--- config.mk ---
export PLATFORM = sky130hd
export DESIGN_NAME = div_iter
export DESIGN_NICKNAME = d
export VERILOG_FILES = /design/src/rtl/div_iter_pkg.sv /design/src/rtl/div_step.sv /design/src/rtl/div_iter.sv
export SDC_FILE = /design/constraint.sdc
export NUM_CORES = 1
export LEC_CHECK = 0
export ABC_AREA = 0
export ABC_CLOCK_PERIOD_IN_PS = 5300
export BUFFER_PORTS_ARGS = -buffer_cell sky130_fd_sc_hd__buf_2
export CORE_MARGIN = 4
export CORE_UTILIZATION = 30
export DETAILED_ROUTE_END_ITERATION = 6
export GPL_TIMING_DRIVEN = 0
export SLEW_MARGIN = 20
export SYNTH_ARGS = -nofsm -noshare
export SYNTH_HDL_FRONTEND = slang
export SYNTH_SLANG_ARGS = --single-unit
--- constraint.sdc ---
create_clock -name clk_core -period 5.3 [get_ports clk_core]
set_input_delay 0.265 -clock clk_core [delete_from_list [all_inputs] [get_ports clk_core]]
set_output_delay 0.265 -clock clk_core [all_outputs]
set_load 0.005 [all_outputs]
--- src/rtl/div_iter_pkg.sv ---
// Shared types for the iterative divider: FSM states and the ALU op encoding
// that execute uses to pick quotient or remainder.
package div_iter_pkg;

    typedef enum logic [1:0] {
        IDLE = 2'd0,
        CALC = 2'd1,
        DONE = 2'd2
    } div_state_t;

    typedef struct packed {
        logic div;
        logic divu;
        logic rem;
        logic remu;
    } aluop_t;

endpackage

--- src/rtl/div_step.sv ---
// One restoring-division step: shift {rem, quo} left by one bit and
// conditionally subtract the divisor magnitude.
module div_step #(
    parameter int WIDTH = 32
) (
    input  logic [WIDTH-1:0] rem_i,
    input  logic [WIDTH-1:0] quo_i,
    input  logic [WIDTH-1:0] dvs_i,
    output logic [WIDTH-1:0] rem_o,
    output logic [WIDTH-1:0] quo_o
);

    logic [WIDTH:0] shifted;
    logic           ge;

    // The compare runs at WIDTH+1 bits; once it passes, the true difference
    // is below the divisor and fits in WIDTH bits.
    always_comb begin
        shifted = {rem_i, quo_i[WIDTH-1]};
        ge      = shifted >= {1'b0, dvs_i};
        rem_o   = ge ? (shifted[WIDTH-1:0] - dvs_i) : shifted[WIDTH-1:0];
        quo_o   = {quo_i[WIDTH-2:0], ge};
    end

endmodule

--- src/rtl/div_iter.sv ---
// Iterative RV32M divider (DIV/DIVU/REM/REMU), STEP quotient bits per cycle,
// answering execute's go/done handshake with quotient and remainder together.
module div_iter
    import div_iter_pkg::*;
#(
    parameter int WIDTH = 32,
    parameter int STEP  = 1
) (
    input  logic             clk_core,
    input  logic             reset_n,
    input  logic             go,
    input  logic             sign,
    input  logic [WIDTH-1:0] dividend,
    input  logic [WIDTH-1:0] divisor,
    output logic             done,
    output logic [WIDTH-1:0] quotient,
    output logic [WIDTH-1:0] remainder,
    output logic             busy
);

    localparam int NITER = WIDTH / STEP;
    localparam int CNT_W = $clog2(NITER + 1);
    localparam logic [CNT_W-1:0] CNT_LAST = CNT_W'(NITER - 1);
    localparam logic [WIDTH-1:0] SMIN = {1'b1, {(WIDTH-1){1'b0}}};

    div_state_t       state_q;
    logic             done_q;
    logic [WIDTH-1:0] quo_out_q, rem_out_q;
    logic [WIDTH-1:0] rem_q, quo_q, dvs_q;
    logic             neg_q_q, neg_r_q;
    logic [CNT_W-1:0] cnt_q;

    logic [WIDTH-1:0] dvd_mag, dvs_mag;
    logic [WIDTH-1:0] rem_c [STEP+1];
    logic [WIDTH-1:0] quo_c [STEP+1];

    always_comb begin
        dvd_mag = (sign && dividend[WIDTH-1]) ? -dividend : dividend;
        dvs_mag = (sign && divisor[WIDTH-1])  ? -divisor  : divisor;
    end

    assign rem_c[0] = rem_q;
    assign quo_c[0] = quo_q;

    for (genvar s = 0; s < STEP; s++) begin : g_step
        div_step #(.WIDTH(WIDTH)) u_step (
            .rem_i (rem_c[s]),
            .quo_i (quo_c[s]),
            .dvs_i (dvs_q),
            .rem_o (rem_c[s+1]),
            .quo_o (quo_c[s+1])
        );
    end

    always_ff @(posedge clk_core) begin
        if (!reset_n) begin
            state_q   <= IDLE;
            done_q    <= 1'b0;
            quo_out_q <= '0;
            rem_out_q <= '0;
            rem_q     <= '0;
            quo_q     <= '0;
            dvs_q     <= '0;
            neg_q_q   <= 1'b0;
            neg_r_q   <= 1'b0;
            cnt_q     <= '0;
        end else begin
            done_q <= 1'b0;
            case (state_q)
                IDLE: begin
                    if (go) begin
                        if (divisor == '0) begin
                            quo_out_q <= '1;
                            rem_out_q <= dividend;
                            done_q    <= 1'b1;
                            state_q   <= DONE;
                        end else if (sign && dividend == SMIN && divisor == '1) begin
                            quo_out_q <= dividend;
                            rem_out_q <= '0;
                            done_q    <= 1'b1;
                            state_q   <= DONE;
                        end else begin
                            quo_q   <= dvd_mag;
                            dvs_q   <= dvs_mag;
                            rem_q   <= '0;
                            cnt_q   <= '0;
                            neg_q_q <= sign & (dividend[WIDTH-1] ^ divisor[WIDTH-1]);
                            neg_r_q <= sign & dividend[WIDTH-1];
                            state_q <= CALC;
                        end
                    end
                end
                CALC: begin
                    // Dropping go mid-iteration is how execute flushes/kills an op.
                    if (!go) begin
                        state_q <= IDLE;
                    end else begin
                        rem_q <= rem_c[STEP];
                        quo_q <= quo_c[STEP];
                        cnt_q <= cnt_q + CNT_W'(1);
                        if (cnt_q == CNT_LAST) begin
                            quo_out_q <= neg_q_q ? -quo_c[STEP] : quo_c[STEP];
                            rem_out_q <= neg_r_q ? -rem_c[STEP] : rem_c[STEP];
                            done_q    <= 1'b1;
                            state_q   <= DONE;
                        end
                    end
                end
                DONE:    state_q <= IDLE;
                default: state_q <= IDLE;
            endcase
        end
    end

    assign done      = done_q;
    assign quotient  = quo_out_q;
    assign remainder = rem_out_q;
    assign busy      = (state_q != IDLE);

endmodule
==> impl_metrics.py <==
metrics = {
    "setup_path": {
        "start_kind": "register",
        "path_class": "reg2reg",
        "crit_start": "dvs_q[9]",
        "crit_path_top_delay_cell": "or4_1",
        "crit_chain": "inv_1, ha_1, buf_4, nand4_1, or4_1, or4_4, o211a_1, buf_6, nand2_8, buf_16, mux2i_2, ha_4, nand4b_1, inv_1, nand4_1, o41ai_4, buf_4, o2111ai_4, o41ai_2, xor2_1, a221oi_2, nor2_1",
        "worstPathRequired_ns": 5.61,
        "crit_buf_inv": 6,
        "endpoint": "remainder[26]",
        "rrSetupSlack_ns": 0.22,
        "cp_max_fo": 15,
        "r2r-start": "dvs_q[9]",
        "r2r.worst_path.cells": 22,
        "crit_family": "simple AND/OR/NAND/NOR gates",
        "cp_slowest_stage_delay_ns": 0.59,
        "rr_endpoint": "remainder[26]",
        "cp-end-kind": "register",
        "worstPathArrival_ns": 5.39,
        "cp.depth": 22,
    },
    "yosys": {
        "ys_types": 83,
        "ys.flop_type": "dfxtp_1",
        "synth_area_leaders": "dfxtp_1 28%, nor2_1 7.7%, a21oi_1 6.0%",
        "synth.net_count": 1781,
        "syn_area_um2": 12400,
        "synth_enable_flop_cells": 0,
        "ys_seq_area_share_pct": 27.6,
        "async_reset_ff_share_pct": 0,
        "ys_seq_elements": 171,
        "netlist_instances": 1674,
        "avgSynthCellArea_um2": 7.41,
        "ys_warn_count": 0,
        "yosysTopAreaCell": "dfxtp_1",
        "yosysTopAreaCellShare_pct": 27.6,
    },
    "sta": {
        "whs_ns": 0.137,
        "relSlewSlack_pct": 21.2,
        "tightest_slew_ns": 1.17,
        "maxSlewViolCount": 0,
        "fin_crit_sh_pct": 95.9,
        "finClkSkew_ns": 0.0133,
        "period_minus_slack_ns": 5.08,
        "fmax_ghz": 0.197,
        "setup_viol": 0,
        "fin_ws_ns": 0.218,
        "setup_tns_ns": 0,
        "rsz0062_at_grt": "false",
        "hold_viol": 0,
    },
    "die": {
        "die_w_um": 211,
        "design.core.area_um2": 40800,
        "initial_utilization_pct": 30.4,
        "rows": 74,
        "chipHeight_um": 211,
        "dieArea_um2": 44700,
        "io_pins": 134,
    },
    "place": {
        "port_buffers": 133,
        "routabilityCongestion": 1.05,
        "placed_cells": 2339,
        "dp_hpwl_um": 41200,
        "dp_slack_ns": -1.36,
    },
    "power_and_ir_drop": {
        "p_int_uw": 2410,
        "swShare_pct": 33.6,
        "pwr-share-comb_pct": 24.7,
        "leakagePower_uw": 0.00569,
        "powerDensity_nw_per_um2": 249,
        "power_switching_uw": 1220,
        "clkPwrFrac_pct": 36.4,
        "ir_worst_vdd_mv": 0.206,
        "p_seq_share_pct": 38.9,
        "power_uw": 3630,
    },
    "routing": {
        "first_pass_iters": 5,
        "post_drt_via_cell_ratio": 5.77,
        "drt-initial-drc-count": 1593,
        "drt_drc_violations_left": 0,
        "wl_per_cell_um": 21.4,
        "dr_total_vias": 13700,
        "wl_um": 50900,
        "ant_nets": 0,
    },
    "min_path": {
        "hold_path_class": "in2reg",
    },
    "clock_network": {
        "htree_levels": 4,
        "clk-insertion-delay-late_ns": 0.44,
        "cts_tree": "done",
        "cts_root_buf": "clkbuf_16",
        "cts_buffers": 17,
        "clkSinkCount": 171,
        "clockBufferDepth": 2,
        "path_clk_slew_ns": 0.07,
        "cts_hold_buffers": 0,
    },
    "global_route": {
        "track_usage_pct": 21.8,
        "grt_pass1_wl_um": 76200,
        "grt_max_degree": 20,
        "grt_overflow": 0,
        "grt_antenna_before_repair": 0,
        "grt_pass1_vias": 12600,
    },
    "layout": {
        "area_delta_synth_final_pct": 17.4,
        "fin_nets": 1940,
        "stdcell_count": 2378,
        "antenna_cells": 0,
        "final_layout_size_suffix_gt1_share_pct": 12.9,
        "filler_cell_count": 4325,
    },
    "run": {
        "max_cap_viol_count": 0,
    },
    "status": {
        "status": "complete, no violations",
    },
}
==> Yosys cell counts (15+ instances only) <==
master and instances:
or4_1 15, nand4_1 24, a221oi_1 24, dfxtp_1 171
nor3_1 46, a21oi_1 149, inv_1 55, o211ai_1 20
o21ai_0 108, ha_1 38, a211oi_1 72, o31ai_1 27
nor2_1 256, a21o_1 18, a22oi_1 15, nand2_1 126
xor2_1 65, nand3_1 32, buf_2 15, or3_1 19
clkbuf_1 91, xnor2_1 70, mux2i_1 18
==> worst min path at each step <==
| stage | endpoint | cells after the start | start |
|---|---|---|---|
| 2_1_floorplan | dvs_q[0] | 2 | divisor[0] |
| 3_3_place_gp | quotient[31] | 2 | quotient[31] |
| 3_5_place_dp | quotient[27] | 2 | quotient[27] |
| 4_1_cts | dvs_q[0] | 3 | divisor[0] |
| 5_1_grt | dvs_q[0] | 3 | divisor[0] |
| 6_report | dvs_q[0] | 3 | divisor[0] |
==> cell type report <==
class	instances	area, µm²	share of cell area (%)
multi-input cells	1329	8390	57.6
plain buffers	110	492	3.38
clock buffers	19	443	3.04
clock inverters	13	163	1.12
repair buffers	146	763	5.24
well taps	532	666	4.57
flip-flops and latches	171	3420	23.5
inverters	58	223	1.53
==> layer usage <==
metal  GRT usage (%)  vias to the layer above  wire [µm]
met4            5.02                        0       1020
met5               0                        -          0
met3            4.52                       69       5290
met2            32.4                      707      21500
li1                -                     6416          -
met1            32.5                     6534      23200
==> tightest hold or removal path, cell delays in order <==
cell	delay, ns
buf_2	0.13
nand2_1	0.07
a21oi_1	0.06
==> power groups by stage <==
stage	registers, µW	logic, µW	clock network [µW]
final	1410	898	1320
after global routing	1420	972	1380
after CTS	1410	865	1330
after detailed placement	1440	852	0
after global placement	1440	844	0
after floorplan	1420	550	0
==> through the flow <==
stage               utilization [%]  instance area, µm²
finish                         35.7               14600
global route                   35.7               14600
CTS                            35.3               14400
detailed placement             33.6               13700
global placement               33.6               13700
floorplan                         -               12400
==> state kept, by name (all words and copies together) (netlist names), 2 cells and up <==
register   count
cnt_q          6
dvs_q         32
quo_q         32
quotient      32
rem_q         32
remainder     32
state_q        2
==> cell usage in the layout (no fill, tap or decap), types with 65 or more instances in the layout <==
master    instances
a211oi_1         72
a21oi_1         149
buf_2           143
clkbuf_1         87
dfxtp_1         170
nand2_1         125
nor2_1          256
o21ai_0         104
xnor2_1          70
xor2_1           65
==> timing repair <==
item / CTS / global route
setup buffers: 4 / 9
pin swaps: 4 / 7
setup endpoints to repair: 23 / 15
gates resized for setup: 18 / 22
==> kinds of logic (layout without fill, tap and decap cells) <==
logic type / Yosys count / in the layout / synth area share, %
compound gates: 534 / 534 / 28.9
xor+xnor: 135 / 135 / 9.53
fa+ha+maj: 39 / 39 / 3.99
buf+inv: 174 / 346 / 5.61
flops: 171 / 171 / 27.6
mux: 21 / 21 / 1.72
simple gates: 600 / 600 / 22.6
(Power assumes the default switching activity.)
